===== config.mk =====
export PLATFORM = sky130hd
export DESIGN_NAME = sign_div
export DESIGN_NICKNAME = d
export VERILOG_FILES = /design/src/rtl/sign_div.sv
export SDC_FILE = /design/constraint.sdc
export NUM_CORES = 1
export LEC_CHECK = 0
export CAP_MARGIN = 20
export CORE_ASPECT_RATIO = 0.8
export CORE_MARGIN = 2
export CORE_UTILIZATION = 55
export CTS_CLUSTER_SIZE = 24
export DETAILED_ROUTE_END_ITERATION = 6
export PLACE_DENSITY_LB_ADDON = 0.12
export RECOVER_POWER = 25
export SYNTH_ARGS = -nofsm -noshare
export SYNTH_HDL_FRONTEND = slang
export SYNTH_SLANG_ARGS = --single-unit

===== constraint.sdc =====
create_clock -name CLK -period 5.4 [get_ports CLK]
set_input_delay 1.08 -clock CLK [delete_from_list [all_inputs] [get_ports CLK]]
set_output_delay 1.08 -clock CLK [all_outputs]
set_load 0.03 [all_outputs]

===== src/rtl/sign_div.sv =====
// sign_div: sequential signed fixed-point divider, C = A / B.
// Operands and result are WORD_MID-bit two's complement with FRAC_BITS
// fractional bits. Restoring division on magnitudes, one quotient bit per
// clock, then sign application with saturation. Truncates toward zero.
//
// Ports:
//   CLK      clock, all state updates on the rising edge
//   RST      synchronous active-high reset
//   start    request, sampled only in IDLE (A and B sampled with it)
//   A, B     dividend / divisor
//   busy     high while in DIVIDE or FINISH
//   done     one-cycle pulse when C and the flags are valid
//   C        quotient, held until the next completion
//   overflow result saturated; held with C
//   div_zero divisor was zero; held with C
module sign_div #(
  parameter int WORD_MID  = 16,
  parameter int FRAC_BITS = 6
) (
  input  logic                CLK,
  input  logic                RST,
  input  logic                start,
  input  logic [WORD_MID-1:0] A,
  input  logic [WORD_MID-1:0] B,
  output logic                busy,
  output logic                done,
  output logic [WORD_MID-1:0] C,
  output logic                overflow,
  output logic                div_zero
);

  localparam int N  = WORD_MID + FRAC_BITS;
  localparam int CW = $clog2(N);

  // Largest positive / negative magnitudes representable in WORD_MID bits
  localparam logic [N-1:0] POS_MAX = {{(N-WORD_MID+1){1'b0}}, {(WORD_MID-1){1'b1}}};
  localparam logic [N-1:0] NEG_MAX = {{(N-WORD_MID){1'b0}}, 1'b1, {(WORD_MID-1){1'b0}}};
  localparam logic [WORD_MID-1:0] SAT_POS = {1'b0, {(WORD_MID-1){1'b1}}};
  localparam logic [WORD_MID-1:0] SAT_NEG = {1'b1, {(WORD_MID-1){1'b0}}};

  typedef enum logic [1:0] {
    IDLE,
    DIVIDE,
    FINISH
  } state_t;

  state_t state, state_next;

  logic [CW-1:0]       cnt;
  logic [N-1:0]        dvd;
  logic [N-1:0]        quo;
  logic [WORD_MID:0]   rem;
  logic [WORD_MID-1:0] b_mag;
  logic                sign;
  logic                a_neg;
  logic                dz;

  // Operand magnitudes; the most negative value maps to 2^(WORD_MID-1)
  // because the result is read as unsigned.
  logic [WORD_MID-1:0] a_mag_in;
  logic [WORD_MID-1:0] b_mag_in;
  logic                b_is_zero;

  always_comb begin
    a_mag_in  = A[WORD_MID-1] ? ('0 - A) : A;
    b_mag_in  = B[WORD_MID-1] ? ('0 - B) : B;
    b_is_zero = (B == '0);
  end

  // One restoring-division step
  logic [WORD_MID:0] rem_sh;
  logic [WORD_MID:0] rem_sub;
  logic              rem_ge;

  always_comb begin
    rem_sh  = {rem[WORD_MID-1:0], dvd[N-1]};
    rem_ge  = (rem_sh >= {1'b0, b_mag});
    rem_sub = rem_sh - {1'b0, b_mag};
  end

  // Final signed, saturated result
  logic [WORD_MID-1:0] res_c;
  logic                res_ovf;

  always_comb begin
    res_c   = '0;
    res_ovf = 1'b0;
    if (dz) begin
      res_c = a_neg ? SAT_NEG : SAT_POS;
    end else if (!sign && (quo > POS_MAX)) begin
      res_c   = SAT_POS;
      res_ovf = 1'b1;
    end else if (sign && (quo > NEG_MAX)) begin
      res_c   = SAT_NEG;
      res_ovf = 1'b1;
    end else if (sign) begin
      res_c = '0 - quo[WORD_MID-1:0];
    end else begin
      res_c = quo[WORD_MID-1:0];
    end
  end

  // State register
  always_ff @(posedge CLK) begin
    if (RST) begin
      state <= IDLE;
    end else begin
      state <= state_next;
    end
  end

  // Next-state logic
  always_comb begin
    state_next = state;
    case (state)
      IDLE: begin
        if (start) begin
          state_next = b_is_zero ? FINISH : DIVIDE;
        end
      end
      DIVIDE: begin
        if (cnt == '0) begin
          state_next = FINISH;
        end
      end
      FINISH: begin
        state_next = IDLE;
      end
      default: begin
        state_next = IDLE;
      end
    endcase
  end

  // Output decode
  always_comb begin
    busy = (state == DIVIDE) || (state == FINISH);
  end

  // Datapath and registered outputs
  always_ff @(posedge CLK) begin
    if (RST) begin
      cnt      <= '0;
      dvd      <= '0;
      quo      <= '0;
      rem      <= '0;
      b_mag    <= '0;
      sign     <= 1'b0;
      a_neg    <= 1'b0;
      dz       <= 1'b0;
      done     <= 1'b0;
      C        <= '0;
      overflow <= 1'b0;
      div_zero <= 1'b0;
    end else begin
      done <= 1'b0;
      case (state)
        IDLE: begin
          if (start) begin
            sign  <= A[WORD_MID-1] ^ B[WORD_MID-1];
            a_neg <= A[WORD_MID-1];
            b_mag <= b_mag_in;
            dvd   <= {a_mag_in, {FRAC_BITS{1'b0}}};
            rem   <= '0;
            quo   <= '0;
            dz    <= b_is_zero;
            cnt   <= CW'(N - 1);
          end
        end
        DIVIDE: begin
          dvd <= {dvd[N-2:0], 1'b0};
          if (rem_ge) begin
            rem <= rem_sub;
            quo <= {quo[N-2:0], 1'b1};
          end else begin
            rem <= rem_sh;
            quo <= {quo[N-2:0], 1'b0};
          end
          cnt <= cnt - 1'b1;
        end
        FINISH: begin
          C        <= res_c;
          overflow <= res_ovf;
          div_zero <= dz;
          done     <= 1'b1;
        end
        default: begin
        end
      endcase
    end
  end

endmodule


==> report_table.html, run 1 <==
<table>
<tr><th>Metric</th><th>Value</th></tr>
<tr><th colspan="2">Logic synthesis</th></tr>
<tr><td>Async SR Flop Fraction</td><td>0</td></tr>
<tr><td>Average footprint of a synthesized cell</td><td>slightly above 8 sq um</td></tr>
<tr><td>Portion of the post-synthesis area used by sequential elements</td><td>0.3573</td></tr>
<tr><td>Number of instances in the synthesized netlist</td><td>slightly below 700</td></tr>
<tr><td>Synth cell types</td><td>59</td></tr>
<tr><td>YS warnings</td><td>0</td></tr>
<tr><td>Main flop type after synthesis</td><td>dfxtp_1</td></tr>
<tr><td>Post-synthesis net count</td><td>between 700 and 800</td></tr>
<tr><td>Synthesized flop and latch total</td><td>between 90 and 100</td></tr>
<tr><td>Mapped Area</td><td>approximately 5500 sq um</td></tr>
<tr><td>Post-synth EDFFs</td><td>0</td></tr>
<tr><th colspan="2">Routing</th></tr>
<tr><td>Via density per instance</td><td>a little under 6</td></tr>
<tr><td>DR WL/cell</td><td>around 15 microns</td></tr>
<tr><td>Total wirelength of the detailed-routed design</td><td>~13000 microns</td></tr>
<tr><td>Via count</td><td>just over 5000</td></tr>
<tr><td>Post-detailed-route count of antenna-violating nets</td><td>0</td></tr>
<tr><td>Number of DRC markers after the initial detailed-route iteration</td><td>360</td></tr>
<tr><td>Pre-Repair DR Iteration Count</td><td>5</td></tr>
<tr><td>DRC errors left</td><td>0</td></tr>
<tr><th colspan="2">Placed design</th></tr>
<tr><td>Post-Place Cells</td><td>840</td></tr>
<tr><td>Placer's final routability congestion estimate</td><td>around 0.92</td></tr>
<tr><td>Post-detail-place hpwl</td><td>8982 microns</td></tr>
<tr><td>Port-buffer cells</td><td>54</td></tr>
<tr><th colspan="2">Die</th></tr>
<tr><td>Number of placement rows</td><td>32</td></tr>
<tr><td>Area of the die</td><td>about 11000 sq um</td></tr>
<tr><td>Starting density of the core</td><td>0.5701</td></tr>
<tr><td>Width of the chip</td><td>116.3 microns</td></tr>
<tr><td>Placeable core region</td><td>9729 sq um</td></tr>
<tr><td>Number of top-level pins</td><td>55</td></tr>
<tr><td>Overall die height</td><td>between 90 and 100 microns</td></tr>
<tr><th colspan="2">Clock network</th></tr>
<tr><td>TritonCTS clock tree</td><td>built</td></tr>
<tr><td>Clock slew seen by the registers of the worst setup and hold paths</td><td>approximately 70 ps</td></tr>
<tr><td>CTS Hold Buffers Added</td><td>0</td></tr>
<tr><td>Clock tree root driver cell</td><td>clkbuf_16</td></tr>
<tr><td>Number of buffers created by CTS</td><td>9</td></tr>
<tr><td># clock sinks</td><td>~100</td></tr>
<tr><td>Number of buffers inserted by post-CTS setup repair</td><td>0</td></tr>
<tr><td>PostCTS Resize Cnt</td><td>0</td></tr>
<tr><td>Maximum number of buffers from clock root to sink</td><td>2</td></tr>
<tr><td>Level count of the clock H-tree</td><td>3</td></tr>
<tr><td>Clock insertion delay at the later pin of the skew report</td><td>around 350 ps</td></tr>
<tr><th colspan="2">Timing</th></tr>
<tr><td>Slew at the pin closest to its max-slew limit</td><td>1800 ps</td></tr>
<tr><td>Minimum clock period after layout</td><td>around 3600 ps</td></tr>
<tr><td>Tightest slew margin relative to the limit</td><td>-0.2000</td></tr>
<tr><td>Count of final max-slew check failures</td><td>42</td></tr>
<tr><td>Setup clock skew after layout</td><td>10.05 ps</td></tr>
<tr><td>Final count of negative-setup-slack endpoints</td><td>0</td></tr>
<tr><td>RSZ-0062 raised after global routing</td><td>false</td></tr>
<tr><td>Peak clock frequency supported by timing</td><td>279.8 MHz</td></tr>
<tr><td>Number of endpoints with negative hold slack in the final report</td><td>0</td></tr>
<tr><td>Share of the clock period used by the worst path</td><td>0.6619</td></tr>
<tr><td>Sum of negative setup slack</td><td>0 ps</td></tr>
<tr><th colspan="2">Critical path</th></tr>
<tr><td>Highest-delay cell along the critical path</td><td>clkbuf_1</td></tr>
<tr><td>Highest net fanout along the worst path</td><td>between 40 and 50</td></tr>
<tr><td>List of cells traversed by the critical path</td><td>clkbuf_1 &gt; buf_4 &gt; nor2_1 &gt; and3_1 &gt; mux2i_1 &gt; nand2_1</td></tr>
<tr><td>Kind of end point of the critical path</td><td>flop</td></tr>
<tr><td>Kind of start point of the critical path</td><td>primary input</td></tr>
<tr><td>Reg-to-reg setup timing slack</td><td>around 2400 ps</td></tr>
<tr><td>Start-to-end type of the worst setup path</td><td>in -&gt; reg</td></tr>
<tr><td>Arrival time of data at the critical path endpoint</td><td>3810 ps</td></tr>
<tr><td>Worst path required time</td><td>between 5000 and 6000 ps</td></tr>
<tr><td>Biggest cell delay along the critical path</td><td>1260 ps</td></tr>
<tr><th colspan="2">Finish</th></tr>
<tr><td>Area growth, synth to finish</td><td>16.35%</td></tr>
<tr><td>Antenna Cells</td><td>0</td></tr>
<tr><td>Fraction of layout instances using a drive strength above 1</td><td>0.04577</td></tr>
<tr><td>Sequential cell area</td><td>1982 sq um</td></tr>
<tr><td>Most used cells in the layout excluding fill and tap cells</td><td>dfxtp_1, nor2_1, nand2_1</td></tr>
<tr><td>Fillcell total</td><td>around 840</td></tr>
<tr><td>Final net count</td><td>776</td></tr>
<tr><td>Count of non-filler cells in the finished layout</td><td>857</td></tr>
<tr><td>Commonest non-fill, non-tap cell in the layout</td><td>dfxtp_1</td></tr>
<tr><td>Multi-input logic area</td><td>around 3300 sq um</td></tr>
<tr><th colspan="2">Global routing</th></tr>
<tr><td>GRT Overall Usage</td><td>0.2375</td></tr>
<tr><td>Largest net degree at the start of global routing</td><td>between 40 and 50</td></tr>
<tr><td>First-pass GRT wire length</td><td>~21000 microns</td></tr>
<tr><td>Number of global-route vias before repair</td><td>4363</td></tr>
<tr><td>Number of antenna violations at the first check in global routing</td><td>0</td></tr>
<tr><td>Final global-route overflow total</td><td>0</td></tr>
<tr><th colspan="2">Power</th></tr>
<tr><td>Leakage</td><td>between 0.002 and 0.0025 uW</td></tr>
<tr><td>Power per cell area</td><td>roughly 330 nW/um^2</td></tr>
<tr><td>VDD IR max</td><td>approximately 0.23 mV</td></tr>
<tr><th colspan="2">Worst hold path</th></tr>
<tr><td>Hold Path Class</td><td>reg -&gt; reg</td></tr>
<tr><th colspan="2">Job</th></tr>
<tr><td>Max-capacitance violation count</td><td>1</td></tr>
<tr><th colspan="2">Outcome</th></tr>
<tr><td>Failing checks</td><td>capacitance limit, slew limit</td></tr>
<tr><td>Status</td><td>finished with violations</td></tr>
</table>
-- critical path, delay by kind of cell --
family / cells / cell delay [ps]
and+or+nand+nor: 3 / 680
buffers and inverters: 2 / 1860
muxes: 1 / 140
-- worst paths after layout --
kind	cells after the start	start	endpoint
worst min register to register	2	dvd[8]	dvd[8]
worst max register to register	9	b_mag[6]	rem[14]
worst max-delay path	6	RST	rem[15]
worst min-delay path	2	dvd[8]	dvd[8]
-- registers in the layout, indices dropped and copies added, names as in the netlist, 2 cells and up --
signal	cells
state	2
quo	22
rem	16
cnt	5
b_mag	16
dvd	16
C	16
-- synthesized netlist by cell type, types with 18 or more instances --
library cell	n	area [sq um]
dfxtp_1	99	1982
nor2_1	88	330.3
nand2_1	65	244.0
o21ai_0	45	225.2
a21oi_1	40	200.2
inv_1	35	131.4
clkbuf_1	34	127.6
xnor2_1	32	280.3
a22oi_1	24	180.2
ha_1	24	300.3
a211oi_1	22	165.2
xor2_1	18	157.7
-- kinds of logic (layout without fill, tap and decap cells) --
family                   count (synthesis)  count (layout)  share of synthesized area
AND/OR/NAND/NOR                        226             226                     0.1875
flip-flops                              99              99                     0.3573
buffers and inverters                   75             111                    0.05369
multiplexers                             8               8                    0.01466
XOR/XNOR                                50              50                    0.07895
AO/OA/AOI/OAI                          202             202                     0.2502
adder cells (fa/ha/maj)                 25              25                    0.05775
-- area by class of cell --
class                      count  share of cell area
multi-input combinational    511              0.5062
sequential                    99              0.3071
timing repair buffer          60             0.08976
clock buffer                   9             0.03490
tap                          136             0.02637
inverter                      35             0.02036
clock inverter                 7             0.01532
-- through the flow --
stage / hold WS (ps) / util / total power, uW / cell area, sq um / setup slack (ps)
final: 470.4 / 0.6633 / 2126 / 6454 / 1826
after global routing: 481.7 / 0.6633 / 2240 / 6454 / 1572
after CTS: 469.3 / 0.6627 / 2134 / 6447 / 2418
after detailed placement: 457.7 / 0.6294 / 1436 / 6123 / 2055
after global placement: 450.6 / 0.6294 / 1422 / 6123 / 2119
after floorplan: 431.6 / - / 1278 / 5547 / 2693
-- report_power, final --
group / internal, uW / total [uW] / switching (uW) / leakage (uW)
clock network: 409 / 694 / 285 / 0.000156
registers: 790 / 835 / 44.7 / 0.000806
logic: 234 / 598 / 364 / 0.00145
-- metal layers --
metal,part of all wire,global-route usage,vias to the layer above
met2,0.42,0.3450,175
met3,0.070,0.04903,12
met5,0,0,-
met4,0.0056,0.05159,0
met1,0.51,0.3599,2321
li1,-,-,2541
No activity file was read; power rests on OpenSTA's default activity.
==> run 2, diff against run 1 <==
--- a/config.mk
+++ b/config.mk
@@ -8,7 +8,7 @@
 export CAP_MARGIN = 20
 export CORE_ASPECT_RATIO = 0.8
 export CORE_MARGIN = 2
-export CORE_UTILIZATION = 55
+export CORE_UTILIZATION = 52
 export CTS_CLUSTER_SIZE = 24
 export DETAILED_ROUTE_END_ITERATION = 6
 export PLACE_DENSITY_LB_ADDON = 0.12
==> constraint.sdc (replaced) <==
create_clock -name CLK -period 3.1 [get_ports CLK]
set_input_delay 0.62 -clock CLK [delete_from_list [all_inputs] [get_ports CLK]]
set_output_delay 0.62 -clock CLK [all_outputs]
set_load 0.03 [all_outputs]
==> run 2 against run 1 <==
The run now ends clean. Non-clock buffer count rose by 8. Sequential share of layout area decreased by 0.15 points. Design area increased by 0.50%. Power rose by 72%. Routed wire length rose by 0.60%. Worst hold slack worse by 5.9 ps. Sequential cell count stayed put. Critical path type is now reg -> reg. Highest routed layer unchanged.
==> report_table.html, run 2 (synthesized netlist as in run 1, its figures left out) <==
<table>
<tr><th>Metric</th><th>Value</th></tr>
<tr><th colspan="2">Critical path</th></tr>
<tr><td>Kind of end point of the critical path</td><td>flop</td></tr>
<tr><td>List of cells traversed by the critical path</td><td>inv_1 &gt; ha_1 &gt; fa_1 &gt; nor2b_1 &gt; nor2_1 &gt; o2111ai_1 &gt; o31ai_1 &gt; o31ai_1 &gt; mux2i_1 &gt; nand2_1</td></tr>
<tr><td>Reg-to-reg setup timing slack</td><td>360 ps (-2040 ps)</td></tr>
<tr><td>Biggest cell delay along the critical path</td><td>450 ps (-810 ps)</td></tr>
<tr><td>Worst path required time</td><td>3340 ps (-2300 ps)</td></tr>
<tr><td>Kind of start point of the critical path</td><td>flop</td></tr>
<tr><td>Start-to-end type of the worst setup path</td><td>reg -&gt; reg</td></tr>
<tr><td>Arrival time of data at the critical path endpoint</td><td>2980 ps (-830 ps)</td></tr>
<tr><td>Most Frequent Cell on Critical Path</td><td>o31ai_1</td></tr>
<tr><td>Highest-delay cell along the critical path</td><td>o2111ai_1</td></tr>
<tr><td>Highest net fanout along the worst path</td><td>4 (-91%)</td></tr>
<tr><th colspan="2">Power</th></tr>
<tr><td>Switching part of the total</td><td>0.3342 (+0.008418)</td></tr>
<tr><td>Internal Power</td><td>2430 uW (+69%)</td></tr>
<tr><td>Clock power frac</td><td>0.313 (-0.013)</td></tr>
<tr><td>Net switching component of the power</td><td>1220 uW (+76%)</td></tr>
<tr><td>VDD IR max</td><td>0.3514 mV (+55%)</td></tr>
<tr><td>Portion of total power attributed to sequential cells</td><td>0.397 (+0.004)</td></tr>
<tr><td>Combinational power share</td><td>0.290 (+0.009)</td></tr>
<tr><td>Power per cell area</td><td>562.7 nW/um^2 (+71%)</td></tr>
<tr><td>Leakage</td><td>0.002482 uW (+2.7%)</td></tr>
<tr><th colspan="2">Placed design</th></tr>
<tr><td>Port-buffer cells</td><td>54 (unchanged)</td></tr>
<tr><td>Post-detail-place hpwl</td><td>9306 microns (+3.6%)</td></tr>
<tr><td>Post-place setup slack</td><td>248.9 ps (-1806 ps)</td></tr>
<tr><td>Placer's final routability congestion estimate</td><td>0.9004 (-1.9%)</td></tr>
<tr><th colspan="2">Timing</th></tr>
<tr><td>Sum of negative setup slack</td><td>0 ps (unchanged)</td></tr>
<tr><td>Setup clock skew after layout</td><td>6.617 ps (-3.435 ps)</td></tr>
<tr><td>Minimum clock period after layout</td><td>2736 ps</td></tr>
<tr><td>Final count of negative-setup-slack endpoints</td><td>0 (unchanged)</td></tr>
<tr><td>Share of the clock period used by the worst path</td><td>0.8825</td></tr>
<tr><td>Slew at the pin closest to its max-slew limit</td><td>1295 ps (-504.8 ps)</td></tr>
<tr><td>Count of final max-slew check failures</td><td>0 (-100%)</td></tr>
<tr><td>Number of endpoints with negative hold slack in the final report</td><td>0 (unchanged)</td></tr>
<tr><td>RSZ-0062 raised after global routing</td><td>false</td></tr>
<tr><td>Peak clock frequency supported by timing</td><td>between 300 and 400 MHz</td></tr>
<tr><td>Tightest slew margin relative to the limit</td><td>0.1365 (+0.3365)</td></tr>
<tr><td>Post-layout worst setup margin</td><td>364.4 ps (-1461 ps)</td></tr>
<tr><th colspan="2">Finish</th></tr>
<tr><td>Most used cells in the layout excluding fill and tap cells</td><td>dfxtp_1, nor2_1, nand2_1</td></tr>
<tr><td>Antenna Cells</td><td>0 (unchanged)</td></tr>
<tr><td>Commonest non-fill, non-tap cell in the layout</td><td>dfxtp_1</td></tr>
<tr><td>Fillcell total</td><td>942 (+13%)</td></tr>
<tr><td>Top reg by flops</td><td>quo</td></tr>
<tr><td>Fraction of layout instances using a drive strength above 1</td><td>0.05487 (+0.009100)</td></tr>
<tr><td>Sequential cell area</td><td>1982 sq um (unchanged)</td></tr>
<tr><td>Final net count</td><td>784 (+1.0%)</td></tr>
<tr><td>Area growth, synth to finish</td><td>16.94%</td></tr>
<tr><td>Number of flip-flops under the largest register name</td><td>22 (unchanged)</td></tr>
<tr><td>Multi-input logic area</td><td>3267 sq um (unchanged)</td></tr>
<tr><th colspan="2">Routing</th></tr>
<tr><td>DRC errors left</td><td>0 (unchanged)</td></tr>
<tr><td>DR WL/cell</td><td>14.58 microns (-0.79%)</td></tr>
<tr><td>Number of DRC markers after the initial detailed-route iteration</td><td>401 (+11%)</td></tr>
<tr><td>Via count</td><td>4970 (-1.6%)</td></tr>
<tr><td>Total wirelength of the detailed-routed design</td><td>12670 microns (+0.60%)</td></tr>
<tr><td>Pre-Repair DR Iteration Count</td><td>6 (+1)</td></tr>
<tr><td>Post-detailed-route count of antenna-violating nets</td><td>0 (unchanged)</td></tr>
<tr><td>Via density per instance</td><td>5.719 (-2.9%)</td></tr>
<tr><th colspan="2">Clock network</th></tr>
<tr><td>Maximum number of buffers from clock root to sink</td><td>2 (unchanged)</td></tr>
<tr><td>TritonCTS clock tree</td><td>built</td></tr>
<tr><td>Clock slew seen by the registers of the worst setup and hold paths</td><td>70 ps (about the same)</td></tr>
<tr><td># clock sinks</td><td>99 (unchanged)</td></tr>
<tr><td>PostCTS Resize Cnt</td><td>0 (unchanged)</td></tr>
<tr><td>Level count of the clock H-tree</td><td>3 (unchanged)</td></tr>
<tr><td>Number of buffers created by CTS</td><td>9 (unchanged)</td></tr>
<tr><td>CTS Hold Buffers Added</td><td>0 (unchanged)</td></tr>
<tr><td>Number of buffers inserted by post-CTS setup repair</td><td>0 (unchanged)</td></tr>
<tr><td>Clock tree root driver cell</td><td>clkbuf_16</td></tr>
<tr><td>Clock insertion delay at the later pin of the skew report</td><td>340 ps (about the same)</td></tr>
<tr><th colspan="2">Die</th></tr>
<tr><td>Overall die height</td><td>96.38 microns (+2.7%)</td></tr>
<tr><td>Number of top-level pins</td><td>55 (unchanged)</td></tr>
<tr><td>Width of the chip</td><td>119.5 microns (+2.7%)</td></tr>
<tr><td>Number of placement rows</td><td>33 (+3.1%)</td></tr>
<tr><td>Area of the die</td><td>11510 sq um (+5.5%)</td></tr>
<tr><td>Placeable core region</td><td>10320 sq um (+6.1%)</td></tr>
<tr><td>Starting density of the core</td><td>0.5373 (-0.03275)</td></tr>
<tr><th colspan="2">Global routing</th></tr>
<tr><td>Largest net degree at the start of global routing</td><td>46 (-2.1%)</td></tr>
<tr><td>Number of global-route vias before repair</td><td>4546 (+4.2%)</td></tr>
<tr><td>GRT Overall Usage</td><td>0.2301 (-0.007403)</td></tr>
<tr><td>Final global-route overflow total</td><td>0 (unchanged)</td></tr>
<tr><td>First-pass GRT wire length</td><td>21600 microns (+3.2%)</td></tr>
<tr><td>Number of antenna violations at the first check in global routing</td><td>0 (unchanged)</td></tr>
<tr><th colspan="2">Worst hold path</th></tr>
<tr><td>Hold Path Class</td><td>reg -&gt; reg</td></tr>
<tr><th colspan="2">Job</th></tr>
<tr><td>Max-capacitance violation count</td><td>0 (-1)</td></tr>
<tr><th colspan="2">Outcome</th></tr>
<tr><td>Status</td><td>finished clean</td></tr>
</table>
==> run 2: cell types whose count changed in the layout (fill, tap and decap cells not counted), sizes merged, moves of 2 or more <==
| cell | before | now |
|---|---|---|
| clkdlybuf4s50 | 52 | 37 |
| dlygate4sd3 | 1 | 16 |
| buf | 5 | 12 |
| clkbuf | 11 | 13 |
| clkinv | 2 | 0 |
==> run 2: metal layers <==
metal / GRT usage / share of wire / routed length, microns / vias to the layer above
met2: 0.3662 / 0.42 / 5381 / 122
met4: 0.04804 / 0.0074 / 94 / 0
met1: 0.3298 / 0.51 / 6474 / 2295
li1: - / - / - / 2545
met3: 0.04049 / 0.057 / 716 / 8
met5: 0 / 0 / 0 / -
==> run 2: power groups by stage <==
stage	sequential, uW	combinational (uW)	clock, uW
2_1_floorplan	1500	722	0
3_3_place_gp	1470	1040	0
3_5_place_dp	1480	1060	0
4_1_cts	1450	1070	1160
5_1_grt	1460	1180	1210
6_report	1450	1060	1140
==> run 2: cell type report <==
type / count / area share
repair buffers: 68 / 0.09722
well taps: 140 / 0.02701
flip-flops and latches: 99 / 0.3056
clock inverters: 6 / 0.01100
inverters: 35 / 0.02025
clock buffers: 10 / 0.03530
multi-input cells: 511 / 0.5037
==> run 2: worst paths after layout <==
check	depth (start not counted)	end	from
worst max-delay path	10	rem[12]	dvd[21]
worst max register to register	10	rem[12]	dvd[21]
worst min-delay path	2	dvd[8]	dvd[8]
worst min register to register	2	dvd[8]	dvd[8]
==> run 2: metrics by stage <==
stage                       util  hold WS (ps)  total power [uW]  std cells  area (sq um)
after floorplan                -         431.6              2226        685          5547
after global placement    0.6002         438.9              2513        853          6196
after detailed placement  0.6002         452.6              2536        853          6196
after CTS                 0.6293         462.1              3677        869          6496
after global routing      0.6284         494.1              3852        869          6486
final                     0.6284         464.5              3650        869          6486
==> run 2: worst max-delay path: cells and delay by family (launching register included) <==
kind / cells / cell delay (ps)
compound gates: 3 / 1030
flops: 1 / 400
fa+ha+maj: 2 / 610
mux: 1 / 220
buf+inv: 1 / 70
simple gates: 3 / 320
==> run 3, diff against run 2 <==
--- a/config.mk
+++ b/config.mk
@@ -12,7 +12,7 @@
 export CTS_CLUSTER_SIZE = 24
 export DETAILED_ROUTE_END_ITERATION = 6
 export PLACE_DENSITY_LB_ADDON = 0.12
-export RECOVER_POWER = 25
+export RECOVER_POWER = 100
 export SYNTH_ARGS = -nofsm -noshare
 export SYNTH_HDL_FRONTEND = slang
 export SYNTH_SLANG_ARGS = --single-unit
==> run 3 against run 2 <==
Register-to-register slack is essentially flat. Fmax grew 0.32%. Largest power group unchanged. Routed wire length grew 0.71%. Clock-buffer cell count is the same. Critical endpoint is now rem[14]. Clock power is essentially flat. Non-clock buffer count is the same. Global-route usage is the same. Die area is the same. Combinational power is essentially flat.
==> report_table.html, run 3 (synthesized netlist as in run 1, its figures left out) <==
<table>
<tr><th>Metric</th><th>Value</th></tr>
<tr><th colspan="2">Finish</th></tr>
<tr><td>Commonest non-fill, non-tap cell in the layout</td><td>dfxtp_1</td></tr>
<tr><td>Top reg by flops</td><td>quo</td></tr>
<tr><td>Antenna Cells</td><td>0 (unchanged)</td></tr>
<tr><td>Area growth, synth to finish</td><td>16.56%</td></tr>
<tr><td>Number of flip-flops under the largest register name</td><td>22 (unchanged)</td></tr>
<tr><td>Fraction of layout instances using a drive strength above 1</td><td>0.04801 (-0.006859)</td></tr>
<tr><td>Most used cells in the layout excluding fill and tap cells</td><td>dfxtp_1, nor2_1, nand2_1</td></tr>
<tr><td>Final net count</td><td>784 (unchanged)</td></tr>
<tr><td>Layout Cell Area excl Fill</td><td>6465 sq um (-0.33%)</td></tr>
<tr><th colspan="2">Timing</th></tr>
<tr><td>Final hold slack</td><td>462.9 ps (-1.538 ps)</td></tr>
<tr><td>Sum of negative setup slack</td><td>0 ps (unchanged)</td></tr>
<tr><td>Minimum clock period after layout</td><td>2727 ps (-8.689 ps)</td></tr>
<tr><td>Post-layout worst setup margin</td><td>373.1 ps (+8.689 ps)</td></tr>
<tr><td>Slew at the pin closest to its max-slew limit</td><td>1300 ps (+4.752 ps)</td></tr>
<tr><td>Share of the clock period used by the worst path</td><td>0.8797 (-0.002803)</td></tr>
<tr><td>Peak clock frequency supported by timing</td><td>366.7 MHz (+0.32%)</td></tr>
<tr><td>RSZ-0062 raised after global routing</td><td>false</td></tr>
<tr><td>Final count of negative-setup-slack endpoints</td><td>0 (unchanged)</td></tr>
<tr><td>Tightest slew margin relative to the limit</td><td>0.1334 (-0.003168)</td></tr>
<tr><td>Count of final max-slew check failures</td><td>0 (unchanged)</td></tr>
<tr><td>Number of endpoints with negative hold slack in the final report</td><td>0 (unchanged)</td></tr>
<tr><td>Setup clock skew after layout</td><td>6.865 ps (+0.2484 ps)</td></tr>
<tr><th colspan="2">Critical path</th></tr>
<tr><td>Highest net fanout along the worst path</td><td>10 (+6)</td></tr>
<tr><td>Kind of start point of the critical path</td><td>flop</td></tr>
<tr><td>Worst reg2reg path depth</td><td>10 (unchanged)</td></tr>
<tr><td>Reg2Reg Launch Point</td><td>b_mag[6]</td></tr>
<tr><td>Kind of end point of the critical path</td><td>flop</td></tr>
<tr><td>Crit Reg-Reg Endpoint</td><td>rem[14]</td></tr>
<tr><td>Start-to-end type of the worst setup path</td><td>reg -&gt; reg</td></tr>
<tr><td>Startpoint of the most critical setup path</td><td>b_mag[6]</td></tr>
<tr><td>Reg-to-reg setup timing slack</td><td>370 ps (about the same)</td></tr>
<tr><td>Arrival time of data at the critical path endpoint</td><td>2950 ps (-30 ps)</td></tr>
<tr><td>Highest-delay cell along the critical path</td><td>a211oi_1</td></tr>
<tr><td>List of cells traversed by the critical path</td><td>inv_1 &gt; ha_1 &gt; a21oi_1 &gt; o21ai_0 &gt; a211oi_1 &gt; o311a_1 &gt; buf_4 &gt; nor4b_1 &gt; a31oi_1 &gt; o211ai_1</td></tr>
<tr><td>Worst path required time</td><td>3330 ps (about the same)</td></tr>
<tr><td>Biggest cell delay along the critical path</td><td>550 ps (+100 ps)</td></tr>
<tr><th colspan="2">Routing</th></tr>
<tr><td>Total wirelength of the detailed-routed design</td><td>12760 microns (+0.71%)</td></tr>
<tr><td>Post-detailed-route count of antenna-violating nets</td><td>0 (unchanged)</td></tr>
<tr><td>Via density per instance</td><td>5.739 (+0.34%)</td></tr>
<tr><td>Via count</td><td>4987 (+0.34%)</td></tr>
<tr><td>Number of DRC markers after the initial detailed-route iteration</td><td>359 (-10%)</td></tr>
<tr><td>DRC errors left</td><td>0 (unchanged)</td></tr>
<tr><td>Pre-Repair DR Iteration Count</td><td>5 (-1)</td></tr>
<tr><td>DR WL/cell</td><td>14.68 microns (+0.71%)</td></tr>
<tr><th colspan="2">Die</th></tr>
<tr><td>Number of top-level pins</td><td>55 (unchanged)</td></tr>
<tr><td>Width of the chip</td><td>119.5 microns (unchanged)</td></tr>
<tr><td>Starting density of the core</td><td>0.5373 (unchanged)</td></tr>
<tr><td>Number of placement rows</td><td>33 (unchanged)</td></tr>
<tr><td>Overall die height</td><td>96.38 microns (unchanged)</td></tr>
<tr><td>Placeable core region</td><td>10320 sq um (unchanged)</td></tr>
<tr><td>Area of the die</td><td>11510 sq um (unchanged)</td></tr>
<tr><th colspan="2">Placed design</th></tr>
<tr><td>Placer's final routability congestion estimate</td><td>0.9004 (unchanged)</td></tr>
<tr><td>Post-place setup slack</td><td>248.9 ps (unchanged)</td></tr>
<tr><td>Placement-stage cell area</td><td>6196 sq um (unchanged)</td></tr>
<tr><td>Post-detail-place hpwl</td><td>9306 microns (unchanged)</td></tr>
<tr><td>Port-buffer cells</td><td>54 (unchanged)</td></tr>
<tr><th colspan="2">Clock network</th></tr>
<tr><td>Level count of the clock H-tree</td><td>3 (unchanged)</td></tr>
<tr><td>Number of buffers inserted by post-CTS setup repair</td><td>0 (unchanged)</td></tr>
<tr><td>Maximum number of buffers from clock root to sink</td><td>2 (unchanged)</td></tr>
<tr><td>TritonCTS clock tree</td><td>built</td></tr>
<tr><td>Clock tree root driver cell</td><td>clkbuf_16</td></tr>
<tr><td># clock sinks</td><td>99 (unchanged)</td></tr>
<tr><td>PostCTS Resize Cnt</td><td>0 (unchanged)</td></tr>
<tr><td>Clock slew seen by the registers of the worst setup and hold paths</td><td>70 ps (about the same)</td></tr>
<tr><td>Clock insertion delay at the later pin of the skew report</td><td>340 ps (about the same)</td></tr>
<tr><td>Number of buffers created by CTS</td><td>9 (unchanged)</td></tr>
<tr><td>CTS Hold Buffers Added</td><td>0 (unchanged)</td></tr>
<tr><th colspan="2">Power</th></tr>
<tr><td>VDD IR max</td><td>0.3505 mV (-0.24%)</td></tr>
<tr><td>Leakage</td><td>0.002488 uW (+0.27%)</td></tr>
<tr><td>Power consumption</td><td>3644 uW (-0.16%)</td></tr>
<tr><td>Power per cell area</td><td>563.7 nW/um^2 (+0.17%)</td></tr>
<tr><th colspan="2">Global routing</th></tr>
<tr><td>Final global-route overflow total</td><td>0 (unchanged)</td></tr>
<tr><td>Number of global-route vias before repair</td><td>4546 (unchanged)</td></tr>
<tr><td>First-pass GRT wire length</td><td>21600 microns (unchanged)</td></tr>
<tr><td>GRT Overall Usage</td><td>0.2301 (unchanged)</td></tr>
<tr><td>Number of antenna violations at the first check in global routing</td><td>0 (unchanged)</td></tr>
<tr><td>Largest net degree at the start of global routing</td><td>46 (unchanged)</td></tr>
<tr><th colspan="2">Worst hold path</th></tr>
<tr><td>Worst hold stages</td><td>2 (unchanged)</td></tr>
<tr><td>Hold Path Class</td><td>reg -&gt; reg</td></tr>
<tr><td>Capture endpoint of the worst hold path</td><td>dvd[8]</td></tr>
<tr><td>Hold_sp</td><td>dvd[8]</td></tr>
<tr><th colspan="2">Outcome</th></tr>
<tr><td>Status</td><td>finished clean</td></tr>
<tr><th colspan="2">Job</th></tr>
<tr><td>Max-capacitance violation count</td><td>0 (unchanged)</td></tr>
</table>
[run 3: changes by cell type in the layout (fill, tap and decap cells not counted)]
cell / delta
buf_4: -1
o21ai_2: -1
clkbuf_1: +1
nor4_2: -1
or4_1: +2
clkdlybuf4s50_1: -7
and2_0: +1
dlygate4sd3_1: +7
or4_4: -2
nor4_1: +1
o21ai_0: +1
and2_1: -1
[run 3: area by class of cell]
cell class / instances / area [sq um]
fill: 948 / 3857
tap: 140 / 175.2
timing repair buffer: 68 / 626.9
clock inverter: 6 / 71.32
inverter: 35 / 131.4
multi-input combinational: 511 / 3249
clock buffer: 10 / 229.0
sequential: 99 / 1982
[run 3: where the power goes]
group	leakage, uW	total (uW)	internal (uW)	switching [uW]
combinational	0.00154	1050	413	642
clock	0.000140	1140	635	505
sequential	0.000806	1450	1380	72.4
[run 3: worst max-delay path: cells and delay by family, from the launching register on]
family / cells / cell delay (ps)
AND/OR/NAND/NOR: 1 / 70
AO/OA/AOI/OAI: 6 / 1580
flip-flops: 1 / 330
adder cells (fa/ha/maj): 1 / 350
buffers and inverters: 2 / 290
[run 3: worst max-delay path by stage]
stage | end | slack (ps) | cells after the start
final | rem[14] | 370 | 10
after global routing | rem[14] | 140 | 10
after CTS | rem[14] | 400 | 10
after detailed placement | state[1] | 250 | 8
after global placement | state[1] | 290 | 8
after floorplan | state[1] | 850 | 7
[run 3: metrics by stage]
stage | instances | utilization
CTS | 869 | 0.6293
floorplan | 685 | -
global route | 869 | 0.6263
global placement | 853 | 0.6002
finish | 869 | 0.6263
detailed placement | 853 | 0.6002
[run 3: routing by layer]
layer	track usage	share of wire	routed length, microns
met1	0.3298	0.51	6535
met2	0.3662	0.42	5419
met3	0.04049	0.055	707
met4	0.04804	0.0074	94
met5	0	0	0
